===== src/rtl/pwm_duty_sequencer.sv =====
`timescale 1ns/1ps
// -----------------------------------------------------------------------------
// pwm_duty_sequencer
//
// Purpose:
//   Owns one PWM channel. A free-running period counter is compared with a
//   threshold derived from the duty code currently in effect, and the result
//   drives a registered PWM pin. Duty change requests arrive over a
//   valid/ready handshake. Each request is applied either as a single jump or
//   as a +/-1 code-per-step ramp. Duty changes only ever land in the wrap
//   cycle, so every period on the pin is whole (no runt or stretched pulses).
//
// Parameters:
//   CBITS         period counter width, period = 2**CBITS clocks
//   DBITS         duty code width (CBITS >= DBITS+3)
//   STEP_PERIODS  PWM periods per ramp step (>= 1)
//
// Ports:
//   clk           clock, all state on rising edge
//   rst_n         asynchronous active-low reset
//   req_valid     duty request valid
//   req_ready     high while idle; transfer = req_valid & req_ready
//   req_duty      target duty code (sampled on transfer only)
//   req_ramp      1 = ramp to target, 0 = jump at next period boundary
//   pwm_out       registered PWM output
//   cur_duty      duty code currently in effect
//   busy          a request is in progress
//   period_start  registered one-cycle pulse, high while the counter is 0
// -----------------------------------------------------------------------------
module pwm_duty_sequencer #(
  parameter int CBITS        = 15,
  parameter int DBITS        = 4,
  parameter int STEP_PERIODS = 1
) (
  input  logic             clk,
  input  logic             rst_n,
  input  logic             req_valid,
  output logic             req_ready,
  input  logic [DBITS-1:0] req_duty,
  input  logic             req_ramp,
  output logic             pwm_out,
  output logic [DBITS-1:0] cur_duty,
  output logic             busy,
  output logic             period_start
);

  // A single-period ramp still needs a one-bit step counter so the
  // comparison logic below stays uniform.
  localparam int SBITS = (STEP_PERIODS > 1) ? $clog2(STEP_PERIODS) : 1;
  localparam logic [SBITS-1:0] STEP_LAST = SBITS'(STEP_PERIODS - 1);
  localparam logic [DBITS-1:0] DUTY_MAX  = '1;
  localparam logic [DBITS-1:0] DUTY_MIN  = '0;

  typedef enum logic [1:0] {
    IDLE,
    JUMP,
    RAMP
  } state_t;

  state_t             r_state;
  state_t             w_stateNext;
  logic [CBITS-1:0]   r_cnt;
  logic               r_pwm;
  logic               r_periodStart;
  logic [DBITS-1:0]   r_curDuty;
  logic [DBITS-1:0]   w_curDutyNext;
  logic [DBITS-1:0]   r_target;
  logic [DBITS-1:0]   w_targetNext;
  logic [SBITS-1:0]   r_stepCnt;
  logic [SBITS-1:0]   w_stepCntNext;
  logic               w_wrap;
  logic               w_transfer;
  logic [CBITS-1:0]   w_thr;
  logic [DBITS-1:0]   w_stepDuty;

  assign w_wrap     = (r_cnt == {CBITS{1'b1}});
  assign req_ready  = (r_state == IDLE);
  assign busy       = ~req_ready;
  assign w_transfer = req_valid & req_ready;

  // Threshold = (2*code + 1) * 2**(CBITS-DBITS-2): code 0 still gives a
  // short pulse and the top code stays below half of the period.
  assign w_thr = {1'b0, r_curDuty, 1'b1, {(CBITS-DBITS-2){1'b0}}};

  // One ramp step toward the target; never moves past it and never wraps
  // the code at either end.
  always_comb begin
    w_stepDuty = r_curDuty;
    if ((r_target > r_curDuty) && (r_curDuty != DUTY_MAX)) begin
      w_stepDuty = r_curDuty + 1'b1;
    end else if ((r_target < r_curDuty) && (r_curDuty != DUTY_MIN)) begin
      w_stepDuty = r_curDuty - 1'b1;
    end
  end

  // FSM next-state and datapath next values. The duty code only changes in
  // the wrap cycle, so the new threshold governs from cnt == 0. A transfer
  // that coincides with a wrap is seen while still in IDLE, so its first
  // application is naturally deferred to the following wrap.
  always_comb begin
    w_stateNext   = r_state;
    w_curDutyNext = r_curDuty;
    w_targetNext  = r_target;
    w_stepCntNext = r_stepCnt;
    case (r_state)
      IDLE: begin
        if (w_transfer) begin
          w_targetNext = req_duty;
          if (req_duty == r_curDuty) begin
            w_stateNext = IDLE;
          end else if (!req_ramp) begin
            w_stateNext = JUMP;
          end else begin
            w_stateNext   = RAMP;
            w_stepCntNext = '0;
          end
        end
      end
      JUMP: begin
        if (w_wrap) begin
          w_curDutyNext = r_target;
          w_stateNext   = IDLE;
        end
      end
      RAMP: begin
        if (w_wrap) begin
          if (r_stepCnt != STEP_LAST) begin
            w_stepCntNext = r_stepCnt + 1'b1;
          end else begin
            w_stepCntNext = '0;
            w_curDutyNext = w_stepDuty;
            if (w_stepDuty == r_target) begin
              w_stateNext = IDLE;
            end
          end
        end
      end
      default: begin
        w_stateNext = IDLE;
      end
    endcase
  end

  // State register.
  always_ff @(posedge clk or negedge rst_n) begin
    if (!rst_n) begin
      r_state <= IDLE;
    end else begin
      r_state <= w_stateNext;
    end
  end

  // Counter, duty datapath and registered pin outputs. period_start is
  // registered from the wrap condition so that it is high while cnt == 0.
  always_ff @(posedge clk or negedge rst_n) begin
    if (!rst_n) begin
      r_cnt         <= '0;
      r_pwm         <= 1'b0;
      r_periodStart <= 1'b0;
      r_curDuty     <= '0;
      r_target      <= '0;
      r_stepCnt     <= '0;
    end else begin
      r_cnt         <= r_cnt + 1'b1;
      r_pwm         <= (r_cnt < w_thr);
      r_periodStart <= w_wrap;
      r_curDuty     <= w_curDutyNext;
      r_target      <= w_targetNext;
      r_stepCnt     <= w_stepCntNext;
    end
  end

  assign pwm_out      = r_pwm;
  assign cur_duty     = r_curDuty;
  assign period_start = r_periodStart;

endmodule


===== config.mk =====
export PLATFORM = sky130hd
export DESIGN_NAME = pwm_duty_sequencer
export DESIGN_NICKNAME = d
export VERILOG_FILES = /design/src/rtl/pwm_duty_sequencer.sv
export SDC_FILE = /design/constraint.sdc
export NUM_CORES = 1
export LEC_CHECK = 0
export ABC_AREA = 1
export BUFFER_PORTS_ARGS = -buffer_cell sky130_fd_sc_hd__buf_2
export CORE_MARGIN = 5
export CORE_UTILIZATION = 35
export DETAILED_ROUTE_END_ITERATION = 8
export GPL_ROUTABILITY_DRIVEN = 0
export PLACE_DENSITY = 0.53
export REMOVE_ABC_BUFFERS = 1
export SYNTH_ARGS = -nofsm -noshare
export SYNTH_HDL_FRONTEND = slang
export SYNTH_SLANG_ARGS = --single-unit

===== constraint.sdc =====
create_clock -name clk -period 2.1 [get_ports clk]
set_input_delay 0.315 -clock clk [delete_from_list [all_inputs] [get_ports clk]]
set_output_delay 0.315 -clock clk [all_outputs]
set_load 0.05 [all_outputs]

# Yosys cells after proc, flatten, opt, wreduce, memory -nomap -nowiden
# Cells that the tools add are included.
totals:
  inputBits: 8
  ff_bits: 28
  out_inout_bits: 8
  wordCells: 59
classes:
  n_mux: 20
  eq_ne: 13
  order_cmp: 3
  n_reduce_logical: 10
  bitwise_logic: 2
  addsub: 4
ops:
  columns: ["operator", "count"]
  rows:
  - ["2-to-1 mux 4 bit", 5]
  - ["adder 15 x 1 -> 15 bit, second input constant", 1]
  - ["equality test 15 bit, second input constant", 1]
  - ["less-than comparator 15 x 14 -> 1 bit", 1]
  - ["2-to-1 mux 2 bit", 7]
  - ["inequality test 2 bit, second input constant", 5]
  - ["AND reduction 5 bit", 2]
  - ["equality test 4 bit", 2]
  - ["case mux 4 bit (2 select lines)", 1]
  - ["case mux 2 bit (3 select lines)", 1]
  - ["2-to-1 mux 1 bit", 5]
  - ["adder 4 x 1 -> 4 bit, second input constant", 1]
  - ["> comparator 4 bit", 1]
  - ["less-than comparator 4 bit", 1]
  - ["inequality test 2 x 1 -> 1 bit, second input constant", 2]
  - ["inequality test 4 bit, second input constant", 1]
  - ["AND reduction 4 bit", 1]
  - ["nonzero test 2 bit", 2]
  - ["nonzero test 4 bit", 1]
  - ["subtractor 4 x 1 -> 4 bit, second input constant", 1]
  - ["equality test 2 x 1 -> 1 bit, second input constant", 1]
  - ["equality test 2 bit, second input constant", 1]
  - ["logical AND 1 bit", 2]
  - ["logical NOT 2 bit", 1]
  - ["5 further kinds", 5]

# Logic depth before layout (Yosys ltp)
# Gate-level depths: netlist (run 1).
depth:
  ltp_word: 9
  mapped_depth: 19
  mapped_depth_nobuf: 19

# Least setup slack after synthesis (run 1)
# Ideal clock, no wire load.
synth_path:
  path_kind: "register to register"
  from: "register r_curDuty[3] (netlist: cur_duty[3])"
  to: "register r_state[1]"
  synth_period_minus_slack_ns: 2.394
  t_required_ns: 1.970
  path_buffers: 0
  setup_ns: 0.130
  slack_ns: -0.294
  path_stages_with_launch: 17
  t_arrival_ns: 2.264
  cell_sequence: "dfrtp_1 inv_1 ha_1 nand2_1 inv_1 nand2_1 nand2_1 nand2_2 nand3_1 nand2_1 nand2_1 nand2_1 inv_1 nor2_1 nand2_1 nand2_1 o211ai_1"
synth_via:
  elab_chain_len: 7
  word_cells_on_any_way: 17
  classes_between: "add/sub: 2; order compare: 2; eq/ne: 4; mux: 5; reduce/logical: 4"
synth_rtl:
  columns: ["item", "line_no", "rtl"]
  rows:
  - ["from (decl)", "65", "logic [DBITS-1:0] r_curDuty;"]
  - ["from (signal assigned)", "167", "r_curDuty <= w_curDutyNext;"]
  - ["less-than comparator 4 bit or nonzero test 4 bit (tied branches)", "91", "end else if ((r_target < r_curDuty) && (r_curDuty != DUTY_MIN)) begin"]
  - ["logical AND 1 bit", "91", null]
  - ["2-to-1 mux 4 bit", "91", null]
  - ["2-to-1 mux 4 bit", "89", "if ((r_target > r_curDuty) && (r_curDuty != DUTY_MAX)) begin"]
  - ["equality test 4 bit", "132", "if (w_stepDuty == r_target) begin"]
  - ["inequality test 2 bit (no line)", null, null]
  - ["AND reduction 5 bit (no line)", null, null]
  - ["to (signal assigned)", "149", "r_state <= w_stateNext;"]
  - ["to (decl)", "60", "state_t r_state;"]
# Several ways; a longest one is shown, not always the timed one. The select of a mux whose other input is x is not followed.
# A chain may end at the register's enable or synchronous reset.

# Worst setup path in the final report (run 1)
layout_path:
  from: "register r_curDuty[0] (netlist: cur_duty[0])"
  to: "register r_state[1]"
# The elaborated chain is that of the path after synthesis.

==> out/metrics.cfg, run 1 <==
[sta]
final-setup-viol-count = 0
rsz0062_at_grt = true
fin_worst_skew_ps = 4.544
hold_violations = 0
fin_crit_ps = 1970
max_freq_mhz = 507.5
drv_slew = 0
finalCritPeriodShare_pct = 93.83
relSlewSlack_pct = 58.93
worstMarginPinSlew_ps = 616.0

[grt]
grt-ovfl-total = 0
first_global_vias = 1412
grt_max_degree = 28
grt_first_pass_wirelength_um = 6465
antenna_found_initial = 0
grtUsageTotal_pct = 12.78

[yosys]
ys_seq_elements = 27
synth_fa_ha_area_share_pct = 7.971
synthTopCellsByArea = dfrtp_1 (39%), nand2_1 (10%), ha_1 (8.0%)
syn_area_sq_mm = 0.001727
yosysSeqAreaShare_pct = 39.13
postSynthAreaPerCell_sq_um = 7.994
netlist.area_leader.share_pct = 39.13
synth_area_leader_cell = dfrtp_1
synthCells = 216
muxShareOfSynthArea_pct = 0
synth-compound-area-share_pct = 7.391
synth_top_family_by_area = simple AND/OR/NAND/NOR gates
synth-simple-area-share_pct = 30.87
synth_cell_types = 28
yosysWarnings = 0
synthXorXnorAreaFrac_pct = 7.609

[setup_path]
slowest_delay_ps = 510
crit_path_max_fanout = 7
path_cells = ha_4, nand2_1, nor2_2, nor2_4, buf_4, nand3_1, nand2_1, inv_1, nand2_1, nand2_1, nand2_1, nor2_1, nand2_1, nand2_1, o211ai_1
cpLargestDelayFamily = simple AND/OR/NAND/NOR gates
worst_ep_arrival_time_ps = 2130
timing.critical_path.buf_inv = 2
path_class = reg -> reg
cp_slowest_cell = dfrtp_2
endpoint_kind = register
crit_top_cell = nand2_1
crit_path_start_kind = register
required_ps = 2260

[final_layout]
multi_input_area_sq_mm = 0.001032
mostFrequentLayoutCell = nand2_1
final_util_pct = 44.76
finalNonFillerCells = 312
drive_above_1_share_pct = 27.76
fin_area_sq_mm = 0.002128
fillerInstances = 498
n_antenna_cell = 0
syn_to_final_growth_pct = 23.26
regArea_sq_um = 678.2
layout.nets = 265
final_cell_mix = nand2_1 (42), inv_1 (25), dfrtp_1 (25), nor2_1 (18), buf_2 (15)

[route]
ant_nets = 0
wl_per_cell_um = 11.98
viasPerCell = 4.808
via_count = 1500
wl_um = 3738
drtIter0Drc = 48
dr.pass1.iters = 4
drc = 0

[clock_tree]
cts_tree = built
numCtsBuffers = 3
clk_pin_slew_ps = 100
hold_buffers = 0
clock_sinks = 27
clock_path_buffers = 2
clk_latency_ps = 280
cts_root_buf = clkbuf_8
h-tree-depth = 1

[place]
io_buffers = 15
hpwl_um = 2789
post-place-cells = 303
postPlaceCellArea_sq_mm = 0.001926

[floorplan]
start_util_pct = 36.32
row_count = 25
dieArea_sq_mm = 0.006438
die_y_um = 80.24
fp.dieW_um = 80.24
ios = 16
coreArea_sq_mm = 0.004755

[hold_path]
worst_hold_path_type = in -> async

[run_status]
status = finished, final reports clean

[power]
p_total_w = 0.001448
ir_worst_vdd_mv = 0.5593
p_leak_nw = 1.097
p_per_area_mw_per_mm2 = 680.2

[job]
drv_cap = 0

-- per-layer routing --
layer / part of all wire [%] / global-route usage [%] / wire length (um)
met1: 48 / 16.88 / 1788
met2: 48 / 21.19 / 1785
met3: 2.9 / 3.027 / 109
met4: 1.5 / 2.703 / 55
met5: 0 / 0 / 0
-- cells in the mapped netlist --
library cell	instances
a211oi_1	3
nor2_4	4
a21oi_2	1
nor4_1	2
buf_2	1
nand3_4	1
nor2_1	20
nor3_1	3
a21oi_1	12
nand2_1	48
ha_1	11
inv_1	30
o211ai_1	2
inv_2	1
nand3_1	17
and3_1	1
xnor2_1	4
nand4_1	4
xor2_1	11
o22ai_1	1
dfrtp_1	27
nand2_4	1
nand3_2	1
nor2_2	2
nor3b_2	1
o21ai_0	2
nand2_2	4
o21ai_1	1
-- state kept, by name, summed over array words and instances (netlist names) --
signal and cells:
r_target 4, period_start 1, r_state 2, pwm_out 1, cur_duty 4, r_cnt 15
-- worst reg2reg max path: stages (launching register included) --
cell and delay (ps):
dfrtp_2 510, ha_4 290, nand2_1 60, nor2_2 130
nor2_4 80, buf_4 130, nand3_1 70, nand2_1 50
inv_1 60, nand2_1 60, nand2_1 60, nand2_1 60
nor2_1 110, nand2_1 50, nand2_1 70, o211ai_1 80
-- what timing repair did --
item / 4_1_cts / 5_1_grt
resized for setup: 0 / 29
setup buffers: 0 / 5
endpoints found under the setup margin: 0 / 5
-- path summary, 6_finish.rpt --
kind	start	to	slack, ps	cells after the start
setup / recovery	cur_duty[0]	r_state[1]	130	15
max in group asynchronous	rst_n	cur_duty[0]	1620	1
hold reg to reg	r_cnt[0]	r_cnt[0]	450	1
hold / removal	rst_n	r_target[2]	30	1
min in group clk	req_duty[3]	r_target[3]	310	3
setup reg to reg	cur_duty[0]	r_state[1]	130	15
-- logic make-up (layout without fill, tap and decap cells) --
family	after synthesis	count (layout)
xor gates and xnor gates	15	15
buffers and inverters	32	61
AOI/OAI and AO/OA	22	22
DFF	27	27
adders and majority gates	11	11
and+or+nand+nor	109	109
-- stage by stage --
stage	hold WS, ps	setup slack (ps)	TNS, ps
after floorplan	19.41	-294.4	-1042
after global placement	373.9	95.60	0
after detailed placement	368.4	86.64	0
after CTS	55.59	65.98	0
after global routing	65.74	-38.78	-66.66
final	32.47	129.5	0
-- area by class of cell --
type,instances,share of cell area [%]
inverters,31,5.585
clock inverters,1,0.4115
well taps,67,3.939
multi-input cells,157,48.50
flip-flops and latches,27,31.86
repair buffers,26,7.760
clock buffers,3,1.940
-- report_power, final --
part	internal, W	switching [W]	leakage (nW)	total (W)
registers	0.000556	0.0000461	0.337	0.000602
clock network	0.000139	0.000179	0.0261	0.000319
logic	0.000221	0.000306	0.734	0.000527
total	0.000916	0.000531	1.10	0.00145
Note: power is estimated with default switching activity, not from simulation.
==> inputs of run 2 (changes only) <==
--- a/config.mk
+++ b/config.mk
@@ -7,11 +7,12 @@
 export LEC_CHECK = 0
 export ABC_AREA = 1
 export BUFFER_PORTS_ARGS = -buffer_cell sky130_fd_sc_hd__buf_2
+export CORE_ASPECT_RATIO = 0.75
 export CORE_MARGIN = 5
 export CORE_UTILIZATION = 35
 export DETAILED_ROUTE_END_ITERATION = 8
 export GPL_ROUTABILITY_DRIVEN = 0
-export PLACE_DENSITY = 0.53
+export PLACE_DENSITY = 0.55
 export REMOVE_ABC_BUFFERS = 1
 export SYNTH_ARGS = -nofsm -noshare
 export SYNTH_HDL_FRONTEND = slang
==> out/metrics.cfg, run 2 (synthesized netlist as in run 1, its figures left out) <==
[route]
ant_nets = 0
wl_per_cell_um = 11.88
drc = 0
wl_um = 3670
dr.pass1.iters = 4
viasPerCell = 4.534
drtIter0Drc = 74
via_count = 1401

[hold_path]
worst_hold_path_type = in -> async

[grt]
grtUsageTotal_pct = 12.17
grt_max_degree = 28
first_global_vias = 1339
grt-ovfl-total = 0
antenna_found_initial = 0
grt_first_pass_wirelength_um = 6444

[sta]
drv_slew = 0
worstMarginPinSlew_ps = 611.1
fin_worst_skew_ps = 5.733
final-setup-viol-count = 0
relSlewSlack_pct = 59.26
fin_crit_ps = 1919
hold_slack_ps = 38.68
finalCritPeriodShare_pct = 91.38
rsz0062_at_grt = false
max_freq_mhz = 521.1
layout_setup_ws_ps = 180.9
hold_violations = 0

[floorplan]
fp.dieW_um = 91.11
die_y_um = 70.83
dieArea_sq_mm = 0.006453
start_util_pct = 35.64
coreArea_sq_mm = 0.004845
row_count = 22
ios = 16

[setup_path]
path_class = reg -> reg
crit_path_start_kind = register
required_ps = 2260
crit_top_cell = nand2_1
worst_ep_arrival_time_ps = 2080
slowest_delay_ps = 450
path_cells = ha_4, nand2_1, nand2_1, nand2_1, buf_4, nand3_2, nand3_1, nand2_1, nand2_1, nand2_1, inv_1, nor2_1, nand2_1, nand2_1, o211ai_1
cp_slowest_cell = dfrtp_1
crit_path_max_fanout = 5
endpoint_kind = register

[run_status]
status = finished, final reports clean

[clock_tree]
clk_pin_slew_ps = 90
clock_path_buffers = 2
cts_tree = built
clock_sinks = 27
cts_root_buf = clkbuf_8
h-tree-depth = 1
numCtsBuffers = 3
hold_buffers = 0
clk_latency_ps = 270

[job]
drv_cap = 0

[power]
ir_worst_vdd_mv = 0.5235
p_per_area_mw_per_mm2 = 671.4
p_total_w = 0.001397
switching_share_pct = 35.07
combPwrFrac_pct = 36.3
p_leak_nw = 1.098
pwr-share-seq_pct = 42.4
internal-power_w = 0.0009071
power.switching_w = 0.0004899
p_clk_share_pct = 21.3

[final_layout]
final_util_pct = 42.95
layout.nets = 269
syn_to_final_growth_pct = 20.51
largest_reg_flops = 15
drive_above_1_share_pct = 24.50
mostFrequentLayoutCell = nand2_1
n_antenna_cell = 0
final_cell_mix = nand2_1 (46), inv_1 (27), dfrtp_1 (26), nor2_1 (17), nand3_1 (16)
largest_register = r_cnt

[place]
hpwl_um = 2930
pre_cts_slack_ps = 163.0
io_buffers = 15

[run 2: worst paths after layout]
kind                             start     endpoint  slack [ps]  cells after the start
hold reg to reg               r_cnt[0]     r_cnt[0]         460                      1
min in group clk              req_ramp   r_state[0]         320                      4
hold / removal                   rst_n     r_cnt[0]          40                      1
setup reg to reg           r_target[1]   r_state[1]         180                     15
max in group asynchronous        rst_n  cur_duty[0]        1630                      1
setup / recovery           r_target[1]   r_state[1]         180                     15
[run 2: area by class of cell]
class	instances	area (sq um)
fillers	493	2764
clock buffers	4	45.04
inverters	31	116.4
repair buffers	30	187.7
well taps	60	75.07
multi-input cells	157	979.7
flip-flops and latches	27	676.9
[run 2: timing repair]
| item | in CTS | in global routing |
|---|---|---|
| gates resized for setup | 0 | 13 |
| setup endpoints to repair | 0 | 4 |
| setup buffers | 0 | 2 |
[run 2: layer usage]
metal	wire length (um)	share of wire, %	vias to the layer above	GRT usage (%)
li1	-	-	769	-
met1	2137	58	607	19.61
met2	1350	37	23	16.32
met3	162	4.4	2	2.550
met4	19	0.52	0	2.606
met5	0	0	-	0
[run 2: critical path: cells and delay by family, from the launching register on]
family          cells  cell delay, ps
compound gates      1              80
fa+ha+maj           1             290
buf+inv             2             190
flops               1             450
simple gates       11             800
[run 2: power groups by stage]
stage | Combinational, W | Clock (W) | Sequential (W)
6_report | 0.000508 | 0.000297 | 0.000592
5_1_grt | 0.000595 | 0.000323 | 0.000598
4_1_cts | 0.000444 | 0.000312 | 0.000584
3_5_place_dp | 0.000441 | 0 | 0.000594
3_3_place_gp | 0.000447 | 0 | 0.000594
2_1_floorplan | 0.000304 | 0 | 0.000590
[run 2: stage by stage]
step / TNS [ps] / instances / instance area [sq um]
floorplan: -1042 / 215 / 1722
global placement: 0 / 303 / 1969
detailed placement: 0 / 303 / 1969
CTS: 0 / 307 / 2014
global route: 0 / 309 / 2081
finish: 0 / 309 / 2081
==> inputs of run 3 (changes only) <==
--- a/config.mk
+++ b/config.mk
@@ -7,6 +7,7 @@
 export LEC_CHECK = 0
 export ABC_AREA = 1
 export BUFFER_PORTS_ARGS = -buffer_cell sky130_fd_sc_hd__buf_2
+export CAP_MARGIN = 20
 export CORE_ASPECT_RATIO = 0.75
 export CORE_MARGIN = 5
 export CORE_UTILIZATION = 35
==> constraint.sdc (replaced) <==
create_clock -name clk -period 2.26 [get_ports clk]
set_input_delay 0.339 -clock clk [delete_from_list [all_inputs] [get_ports clk]]
set_output_delay 0.339 -clock clk [all_outputs]
set_load 0.05 [all_outputs]
==> out/metrics.cfg, run 3 (synthesized netlist as in run 1, its figures left out) <==
[run_status]
status = finished, final reports clean

[sta]
layout_setup_ws_ps = 204.2
rsz0062_at_grt = false
worstMarginPinSlew_ps = 607.9
relSlewSlack_pct = 59.48
drv_slew = 0
fin_worst_skew_ps = 6.687
final-setup-viol-count = 0
finalCritPeriodShare_pct = 90.96
fin_crit_ps = 2056
max_freq_mhz = 486.4
hold_violations = 0

[grt]
antenna_found_initial = 0
grtUsageTotal_pct = 11.99
grt_first_pass_wirelength_um = 6265
grt-ovfl-total = 0
first_global_vias = 1281
grt_max_degree = 28

[power]
ir_worst_vdd_mv = 0.2177
p_per_area_mw_per_mm2 = 619.8
p_leak_nw = 1.049

[clock_tree]
clock_path_buffers = 2
cts_tree = built
clk_pin_slew_ps = 100
numCtsBuffers = 3
clk_latency_ps = 280
cts_root_buf = clkbuf_8
h-tree-depth = 1
clock_sinks = 27

[setup_path]
cp-startpoint = cur_duty[0]
worst_ep_arrival_time_ps = 2220
cpLargestDelayFamily = simple AND/OR/NAND/NOR gates
timing.critical_path.buf_inv = 3
crit_path_max_fanout = 8
regToRegStartpoint = cur_duty[0]
endpoint_kind = register
required_ps = 2420
crit_path_start_kind = register
cp_slowest_cell = dfrtp_1
crit_top_cell = nand2_1
path_cells = inv_2, ha_1, inv_1, nor2_1, nand2_1, nand3_1, nand3_1, nand2_1, nand2_1, nand2_1, inv_1, nor2_1, nand2_1, nand2_1, o211ai_1
slowest_delay_ps = 500
path_class = reg -> reg

[final_layout]
finalNonFillerCells = 300
syn_to_final_growth_pct = 14.13
layout.nets = 260
largest_register = r_cnt
drive_above_1_share_pct = 18.33
mostFrequentLayoutCell = nand2_1
final_cell_mix = nand2_1 (46), inv_1 (29), dfrtp_1 (27), nor2_1 (20), nand3_1 (17)
largest_reg_flops = 15
n_antenna_cell = 0

[route]
via_count = 1397
ant_nets = 0
drc = 0
wl_per_cell_um = 12.19
viasPerCell = 4.657
drtIter0Drc = 79
dr.pass1.iters = 4
wl_um = 3658

[hold_path]
worst_hold_path_type = in -> async

[floorplan]
row_count = 22
start_util_pct = 35.64
die_y_um = 70.83
ios = 16
coreArea_sq_mm = 0.004845
fp.dieW_um = 91.11
dieArea_sq_mm = 0.006453

[place]
pre_cts_slack_ps = 175.7
post-place-cells = 296
io_buffers = 15
hpwl_um = 2980

[job]
drv_cap = 0

run 3: area by class of cell:
cell class	count	area (sq um)
timing repair buffer	21	120.1
clock buffer	3	41.29
sequential	27	675.6
multi-input combinational	157	934.6
inverter	31	116.4
clock inverter	1	7.507
fill	501	2874
tap	60	75.07
run 3: final timing paths:
check / end / slack (ps) / cells after the start
setup / recovery: r_state[1] / 200 / 15
hold / removal: r_cnt[1] / 60 / 1
setup reg to reg: r_state[1] / 200 / 15
hold reg to reg: r_cnt[0] / 450 / 1
max in group asynchronous: r_target[3] / 1800 / 1
min in group clk: r_target[1] / 350 / 3
run 3: routing by layer:
layer	GRT usage [%]	routed length [um]	up-vias
met5	0	0	-
met4	2.932	36	0
met3	2.657	170	2
met2	16.16	1396	32
met1	19.03	2054	616
li1	-	-	747
run 3: metrics by stage:
step / util (%) / instance area (sq um) / power [W] / setup TNS (ps) / hold slack [ps]
6_report: 40.68 / 1971 / 0.001222 / 0 / 58.83
3_3_place_gp: 39.57 / 1917 / 0.0009400 / 0 / 394.6
3_5_place_dp: 39.57 / 1917 / 0.0009361 / 0 / 392.5
5_1_grt: 40.68 / 1971 / 0.001324 / 0 / 99.14
2_1_floorplan: - / 1722 / 0.0008308 / -252.4 / 43.41
4_1_cts: 40.57 / 1966 / 0.001226 / 0 / 74.55
run 3: power breakdown:
| group | switching (W) | internal (W) |
|---|---|---|
| Combinational | 0.000247 | 0.000143 |
| Sequential | 0.0000347 | 0.000515 |
| Clock | 0.000157 | 0.000125 |
| Total | 0.000439 | 0.000783 |
run 3: worst reg2reg max path: stages, from the launching register on:
cell and delay, ps:
dfrtp_1 500, inv_2 150, ha_1 190, inv_1 50, nor2_1 120, nand2_1 110, nand3_1 140, nand3_1 150
nand2_1 100, nand2_1 50, nand2_1 50, inv_1 40, nor2_1 80, nand2_1 60, nand2_1 70, o211ai_1 90
run 3: timing repair:
action,CTS,global route
hold buffers,0,0
setup buffers,0,0
gates resized for setup,0,3
setup endpoints to repair,0,2
